===== src/rtl/decoder_round_controller.sv =====
// Round sequencer for the X-stabilizer decoding grid: loads a syndrome frame, times the
// offer window, then scans every node and streams (node, match) results for defect nodes.
module decoder_round_controller #(
  parameter int  ROWS              = 4,
  parameter int  COLS              = 5,
  parameter int  CORDINATE_WIDTH   = 3,
  parameter int  SETTLE_CYCLES     = 100,
  parameter int  OFFER_CYCLES      = 2500,
  localparam int MATCH_VALUE_WIDTH = 2 * CORDINATE_WIDTH,
  localparam int NODES             = ROWS * COLS
) (
  input  logic                               clk,
  input  logic                               reset,
  input  logic [NODES-1:0]                   syndrome_in,
  input  logic                               syndrome_valid,
  output logic                               syndrome_ready,
  output logic [NODES-1:0]                   grid_meas_value,
  output logic                               grid_meas_valid,
  output logic                               start_offer,
  output logic                               stop_offer,
  input  logic [NODES-1:0]                   grid_measurement,
  input  logic [NODES*MATCH_VALUE_WIDTH-1:0] grid_match_value,
  output logic                               result_valid,
  input  logic                               result_ready,
  output logic [CORDINATE_WIDTH-1:0]         result_y,
  output logic [CORDINATE_WIDTH-1:0]         result_x,
  output logic [MATCH_VALUE_WIDTH-1:0]       result_match,
  output logic                               round_done,
  output logic                               busy
);

  localparam int CNT_MAX = (SETTLE_CYCLES > OFFER_CYCLES) ? SETTLE_CYCLES : OFFER_CYCLES;
  localparam int CNT_W   = (CNT_MAX > 1) ? $clog2(CNT_MAX) : 1;
  localparam int IDX_W   = (NODES > 1) ? $clog2(NODES) : 1;

  localparam logic [CNT_W-1:0]           SETTLE_LAST = CNT_W'(SETTLE_CYCLES - 1);
  localparam logic [CNT_W-1:0]           OFFER_LAST  = CNT_W'(OFFER_CYCLES - 1);
  localparam logic [IDX_W-1:0]           IDX_LAST    = IDX_W'(NODES - 1);
  localparam logic [CORDINATE_WIDTH-1:0] COL_LAST    = CORDINATE_WIDTH'(COLS - 1);

  typedef enum logic [2:0] {
    IDLE,
    LOAD,
    SETTLE,
    OFFER,
    STOP,
    SCAN,
    DONE
  } state_t;

  state_t                     state;
  logic [CNT_W-1:0]           cnt;
  logic [IDX_W-1:0]           idx;
  logic [CORDINATE_WIDTH-1:0] row;
  logic [CORDINATE_WIDTH-1:0] col;
  logic                       scan_advance;

  assign busy = (state != IDLE);

  // A node is finished when it is a non-defect, or its result word has just been taken.
  assign scan_advance = (state == SCAN) &&
                        (result_valid ? result_ready : !grid_measurement[idx]);

  // NOTE: every register here uses non-blocking assignments so that all of them update
  // together at the clock edge, independent of statement order inside the block.
  always_ff @(posedge clk or negedge reset) begin
    if (!reset) begin
      // NOTE: the frame register is an ordinary register, not a memory, so it is cleared
      // with everything else; grid_meas_value doubles as that frame register.
      state           <= IDLE;
      cnt             <= '0;
      idx             <= '0;
      row             <= '0;
      col             <= '0;
      syndrome_ready  <= 1'b0;
      grid_meas_value <= '0;
      grid_meas_valid <= 1'b0;
      start_offer     <= 1'b0;
      stop_offer      <= 1'b0;
      result_valid    <= 1'b0;
      result_y        <= '0;
      result_x        <= '0;
      result_match    <= '0;
      round_done      <= 1'b0;
    end else begin
      grid_meas_valid <= 1'b0;
      start_offer     <= 1'b0;
      stop_offer      <= 1'b0;
      round_done      <= 1'b0;

      unique case (state)
        IDLE: begin
          syndrome_ready <= 1'b1;
          if (syndrome_valid && syndrome_ready) begin
            grid_meas_value <= syndrome_in;
            grid_meas_valid <= 1'b1;
            syndrome_ready  <= 1'b0;
            state           <= LOAD;
          end
        end

        LOAD: begin
          cnt   <= '0;
          state <= SETTLE;
        end

        SETTLE: begin
          if (cnt == SETTLE_LAST) begin
            cnt         <= '0;
            start_offer <= 1'b1;
            state       <= OFFER;
          end else begin
            cnt <= cnt + 1'b1;
          end
        end

        OFFER: begin
          if (cnt == OFFER_LAST) begin
            cnt        <= '0;
            stop_offer <= 1'b1;
            state      <= STOP;
          end else begin
            cnt <= cnt + 1'b1;
          end
        end

        STOP: begin
          idx   <= '0;
          row   <= '0;
          col   <= '0;
          state <= SCAN;
        end

        SCAN: begin
          if (!result_valid && grid_measurement[idx]) begin
            result_valid <= 1'b1;
            result_y     <= row;
            result_x     <= col;
            result_match <= grid_match_value[idx*MATCH_VALUE_WIDTH +: MATCH_VALUE_WIDTH];
          end
          if (scan_advance) begin
            result_valid <= 1'b0;
            if (idx == IDX_LAST) begin
              round_done <= 1'b1;
              state      <= DONE;
            end else begin
              idx <= idx + 1'b1;
              // row/col shadow idx so no divider is needed for the coordinates.
              if (col == COL_LAST) begin
                col <= '0;
                row <= row + 1'b1;
              end else begin
                col <= col + 1'b1;
              end
            end
          end
        end

        DONE: begin
          syndrome_ready <= 1'b1;
          state          <= IDLE;
        end

        default: state <= IDLE;
      endcase
    end
  end

endmodule


===== config.mk =====
export PLATFORM = sky130hd
export DESIGN_NAME = decoder_round_controller
export DESIGN_NICKNAME = d
export VERILOG_FILES = /design/src/rtl/decoder_round_controller.sv
export SDC_FILE = /design/constraint.sdc
export NUM_CORES = 1
export LEC_CHECK = 0
export CAP_MARGIN = 20
export CORE_MARGIN = 8
export CORE_UTILIZATION = 55
export DETAILED_ROUTE_END_ITERATION = 10
export DONT_BUFFER_PORTS = 1
export HOLD_SLACK_MARGIN = 0.03
export PLACE_DENSITY = 0.7
export SYNTH_ARGS = -nofsm -noshare
export SYNTH_HDL_FRONTEND = slang
export SYNTH_SLANG_ARGS = --single-unit
export TNS_END_PERCENT = 5

===== constraint.sdc =====
create_clock -name clk -period 4.1 [get_ports clk]
set_input_delay 0.82 -clock clk [delete_from_list [all_inputs] [get_ports clk]]
set_output_delay 0.82 -clock clk [all_outputs]
set_load 0.03 [all_outputs]

==> results by group, run 1 <==
Synthesis
  – Syn_nets: 523
  – Yosys top cell area share: 39.2%
  – Sequential-to-total area share from yosys stat: 39.2%
  – Ys Warns: 0
  – Mean post-synth cell area: 11.5 um2
  – Async set-reset flop share out of synthesis: 100%
  – Mapped Cells: 354
  – Synth cell types: 51
  – #FFs+latches synth: 64
  – Post-synth EDFFs: 0
  – Mapped Area: 4080 um2
  – Top_reg_cell synth: dfrtp_1
  – Synth top cells by count: 64 x dfrtp_1, 32 x mux4_2, 28 x mux2_2
  – Dominant cell type by area after synthesis: dfrtp_1
  – Synth top area cells: dfrtp_1 39%, mux4_2 18%, mux2_2 7.7%, mux2i_1 4.4%, nand2_1 2.5%
  – Most instantiated library cell after synthesis: dfrtp_1

Finish
  – Final core occ: 60.7%
  – N_diodes: 0
  – Cell area after layout: 4380 um2
  – Area grow syn2layout: 7.20%
  – Layout Cells excl Fill: 451
  – Nets: 516
  – Layout cells sized above 1: 24.7%

Setup path
  – Worst path max stage delay: 540 ps
  – Cells along the critical path: buf_4, mux4_1, mux2i_1, nor2_1, o21ai_1, buf_4, mux2_2
  – Worst Path Required: 4310 ps
  – CP max-delay cell: o21ai_1
  – Cell mode on critical path: buf_4
  – Critical path launch point type: flip-flop
  – Worst setup EP type: flip-flop
  – Crit path arrival time: 3090 ps
  – RR Startpoint: idx[1]$_DFFE_PN0P_
  – CP Max Fanout: 33
  – CP Launch Point: idx[1]$_DFFE_PN0P_
  – Crit Path Class: reg -> reg

Global route
  – Global-route wire length before repair: 16,400 um
  – Vias in the first global route: 3,102
  – Antenna violations before repair: 0
  – GRT Util Overall: 20.7%
  – Overflow after GRT: 0
  – Largest net degree at the start of global routing: 65

Clock tree
  – Clock slew at reported path FFs: 80 ps
  – Hold Buf Count CTS: 0
  – Postcts setup bufs: 0
  – CTS Buf Count: 9
  – Post-CTS sizing: 0
  – CTS tree: yes
  – Worst skew pair latency: 330 ps
  – Clk buf depth: 2
  – Root Buffer: clkbuf_8
  – Clock Sinks: 64
  – H-tree levels: 3

Run status
  – Status: finished, final reports clean

Power
  – Leakage: 1.93 nW
  – Worst VDD drop: 169 uV
  – PD cells: 292 nW/um2

Floorplanning
  – DIE HEIGHT: 102 um
  – Initial Util: 56.6%
  – Die ar.: 10,400 um2
  – # rows: 31
  – Die W: 102 um
  – # IOs: 203
  – Core area: 7210 um2

Placement
  – HPWL Detailed: 8790 um
  – Port bufs: 0
  – Placed cell areas: 4150 um2
  – Post-Place Cells: 435
  – Final Wtd Congestion: 0.823

STA
  – Setup violations, final: 0
  – Clk_skew: 10.4 ps
  – Hold Slack: 177 ps
  – Setup_tns: 0 ps
  – Final Max Tran Viols: 0
  – Worst Tran Pin Value: 919 ps
  – Final Hold Fails: 0
  – Fmax: 347 MHz
  – Relative slew margins: 38.6%
  – Min Tclk post-route: 2880 ps
  – Fin crit share: 70.2%
  – Unrepaired setup endpoints after global routing: false

Drt
  – Via Count: 2,907
  – Vias per cell: 6.45
  – Drt first pass iters: 4
  – Post-route DRC: 0
  – 1st-iter DRT viols: 115
  – Post-route ant nets: 0
  – Routed len/inst: 23.8 um
  – Final wirelength: 10,700 um

Min path
  – Hold crit path type: in -> async

Flow run
  – Max-cap viol count: 0
-- registers in the layout, indices dropped and copies added (netlist names), 3 cells and up --
name and count:
grid_meas_value 20, cnt 12, result_match 6, idx 5
col 3, result_x 3, result_y 3, row 3
state 3
-- critical path: cells and delay by family, from the launching register on --
kind / cells / cell delay, ps
AOI/OAI and AO/OA: 1 / 540
buffers and inverters: 2 / 690
DFF: 1 / 500
muxes: 3 / 900
and+or+nand+nor: 1 / 130
-- area by class of cell --
class,instances,area [um2]
Timing Repair Buffer,5,37.5
Clock buffer,9,124
Clock inverter,7,103
Tap cell,99,124
Fill cell,590,2840
Sequential cell,64,1600
Multi-Input combinational cell,260,2360
Inverter,7,26.3
-- power breakdown --
part	total [mW]	switching [mW]	internal [mW]
Combinational	0.0386	0.00807	0.0305
Clock	0.610	0.261	0.348
Sequential	0.631	0	0.631
-- cells by family after synthesis --
kind of cell	after synthesis	synth area share, %
and+or+nand+nor	109	13.8
muxes	84	32.2
DFF	64	39.2
AOI/OAI and AO/OA	58	9.44
buffers and inverters	30	2.97
adders and majority gates	5	1.53
xor gates and xnor gates	4	0.858
-- final timing paths --
path                                              endpoint  slack (ps)  depth (start not counted)
max                                result_y[2]$_DFFE_PN0P_        1220                          7
min                        grid_meas_value[10]$_DFFE_PN0P_         180                          0
max reg2reg                        result_y[2]$_DFFE_PN0P_        1220                          7
min reg2reg                             row[1]$_DFFE_PN0P_         530                          1
max in group asynchronous               idx[0]$_DFFE_PN0P_        3810                          0
min in group clk                        row[1]$_DFFE_PN0P_         530                          1
-- placed cells by master (no fill, tap or decap), types with 4 or more instances in the layout --
cell	n
o22ai_1	6
clkbuf_8	9
nand2_1	27
nor2_1	22
mux4_2	32
inv_1	7
mux2_2	28
nand2b_1	5
buf_4	5
nand3_1	16
mux2i_1	18
a21oi_1	14
mux2_1	4
or3_1	5
o21ai_0	15
dfrtp_1	63
and3_1	6
nor2b_1	4
o21ai_1	7
nor3_1	6
ha_1	5
-- per-stage QoR --
step / power, mW / worst slack, ps
6_report: 1.28 / 1220
3_5_place_dp: 0.682 / 1130
3_3_place_gp: 0.682 / 1210
4_1_cts: 1.29 / 1170
2_1_floorplan: 0.679 / 1530
5_1_grt: 1.32 / 1040
-- layer usage --
layer	GRT usage (%)	share of wire [%]
met4	5.98	1.3
met5	0	0
met3	7.36	7.9
met1	22.1	38
met2	37.5	53
Note: power is estimated with default switching activity, not from simulation.
==> run 2, diff against run 1 <==
Settings changed: PLACE_DENSITY 0.7 to 0.73.
Clock period 4.1 ns to 2.6 ns, I/O delays scaled along.
==> run 2 against run 1 <==
  * Register-to-register slack got worse by 980 ps
  * Largest cell class unchanged
  * Highest routed layer unchanged
  * Largest power group unchanged
  * Non-clock buffer count rose by 10
  * Critical path type unchanged
  * Core utilization rose by 0.94 points
==> results by group, run 2 (same netlist as run 1, synthesis figures left out) <==
Run status
  – Status: finished, final reports clean

Finish
  – Regs by FF count: grid_meas_value: 20 flops, cnt: 12 flops, result_match: 6 flops
  – Layout cells sized above 1: 26.8%
  – Largest register by flop count: grid_meas_value
  – Area grow syn2layout: 8.86%
  – Most frequent cells in the layout: 63 x dfrtp_1, 32 x mux4_2, 28 x mux2_2
  – Fill cells: 570
  – Commonest non-fill, non-tap cell in the layout: dfrtp_1
  – Max reg flops: 20
  – Nets: 526
  – Layout Cells excl Fill: 462
  – Cell area after layout: 4440 um2

Setup path
  – Worst setup EP type: flip-flop
  – CP Max Fanout: 30
  – Crit path arrival time: 2580 ps
  – Worst Path Required: 2820 ps
  – Crit Path Class: reg -> reg
  – Critical path launch point type: flip-flop
  – CP max-delay cell: mux4_2
  – Worst path max stage delay: 580 ps
  – Reg2reg setup slack: 240 ps
  – Cells along the critical path: buf_4, mux4_2, mux2i_1, nor2_1, a21oi_1, o22ai_1, mux2_2

STA
  – Fmax: 424 MHz
  – Unrepaired setup endpoints after global routing: false
  – Hold Slack: 53.7 ps
  – Setup violations, final: 0
  – Setup_tns: 0 ps
  – Final Max Tran Viols: 0
  – Relative slew margins: 45.4%
  – Min Tclk post-route: 2360 ps
  – Worst setup margin: 241 ps
  – Final Hold Fails: 0
  – Fin crit share: 90.7%
  – Clk_skew: 12.3 ps
  – Worst Tran Pin Value: 818 ps

Drt
  – Top Metal Used: met4
  – Met1 wire length: 3880 um
  – Vias per cell: 6.40
  – Drt first pass iters: 5
  – Routed len/inst: 23.6 um
  – Post-route DRC: 0
  – Post-route ant nets: 0
  – Met3 WL: 899 um
  – 1st-iter DRT viols: 154
  – Via Count: 2,956
  – Wire length on met2: 5800 um
  – Final wirelength: 10,900 um

Power
  – Comb power frac: 4.3%
  – Leakage: 1.98 nW
  – Worst VDD drop: 200 uV
  – NetSw: 0.424 mW
  – Clock power share: 43.7%
  – P_int: 1.49 mW
  – Sw Share: 22.2%
  – PD cells: 431 nW/um2
  – Seq pwr share: 52.0%

Clock tree
  – Root Buffer: clkbuf_8
  – Clock slew at reported path FFs: 70 ps
  – Clk buf depth: 2
  – H-tree levels: 3
  – Post-CTS sizing: 0
  – CTS Buf Count: 9
  – Worst skew pair latency: 340 ps
  – Postcts setup bufs: 0
  – Clock Sinks: 64
  – CTS tree: yes

Floorplanning
  – # rows: 31
  – Die ar.: 10,400 um2
  – Initial Util: 56.6%
  – # IOs: 203
  – Core area: 7210 um2
  – Die W: 102 um
  – DIE HEIGHT: 102 um

Global route
  – GRT Util Overall: 21.2%
  – Overflow after GRT: 0
  – Vias in the first global route: 3,197
  – Global-route wire length before repair: 16,800 um
  – Largest net degree at the start of global routing: 65
  – Antenna violations before repair: 0

Placement
  – Pre-CTS setup slack: 221 ps
  – Final Wtd Congestion: 0.890
  – Port bufs: 0
  – Post-Place Cells: 444
  – Placed cell areas: 4220 um2
  – HPWL Detailed: 8880 um

Min path
  – Hold crit path type: in -> async

Flow run
  – Max-cap viol count: 0
-- run 2: final cells by class --
class	instances	area, um2	area share [%]
Antenna cell	1	2.50	0.0563
Clock buffer	9	124	2.79
Clock inverter	7	72.6	1.63
Inverter	7	26.3	0.591
Multi-Input combinational cell	260	2360	53.1
Sequential cell	64	1600	36.1
Tap cell	99	124	2.79
Timing Repair Buffer	15	133	2.98
-- run 2: routing by layer --
metal  track usage (%)  vias up
met5                 0        -
met4              10.4        0
met3              6.68       21
met2              37.3      151
met1              22.5     1428
li1                  -     1356
-- run 2: repair_timing --
action | in CTS | in global routing
hold endpoints to repair | 64 | 0
setup endpoints to repair | 0 | 0
hold buffers | 1 | 0
-- run 2: path summary, 6_finish.rpt --
path,from,end,cells past startpoint
worst max-delay path,idx[0]$_DFFE_PN0P_,result_match[1]$_DFFE_PN0P_,7
worst min-delay path,reset,col[2]$_DFFE_PN0P_,1
worst max register to register,idx[0]$_DFFE_PN0P_,result_match[1]$_DFFE_PN0P_,7
worst min register to register,row[1]$_DFFE_PN0P_,row[1]$_DFFE_PN0P_,1
max in group asynchronous,reset,idx[0]$_DFFE_PN0P_,1
min in group clk,syndrome_in[0],grid_meas_value[0]$_DFFE_PN0P_,1
-- run 2: critical path: cells and delay by family, from the launching register on --
kind	cells	cell delay, ps
flops	1	440
buf+inv	1	480
simple gates	1	60
compound gates	2	220
mux	3	1030
-- run 2: through the flow --
stage	util, %	power, mW
2_1_floorplan	-	1.07
3_3_place_gp	58.5	1.07
3_5_place_dp	58.5	1.08
4_1_cts	61.6	1.93
5_1_grt	61.6	1.99
6_report	61.6	1.91
-- run 2: power groups by stage --
stage | sequential (mW) | clock, mW | combinational (mW)
finish | 0.995 | 0.836 | 0.0826
global route | 0.994 | 0.907 | 0.0906
CTS | 0.995 | 0.853 | 0.0853
detailed placement | 1.01 | 0 | 0.0612
global placement | 1.01 | 0 | 0.0601
floorplan | 1.01 | 0 | 0.0559
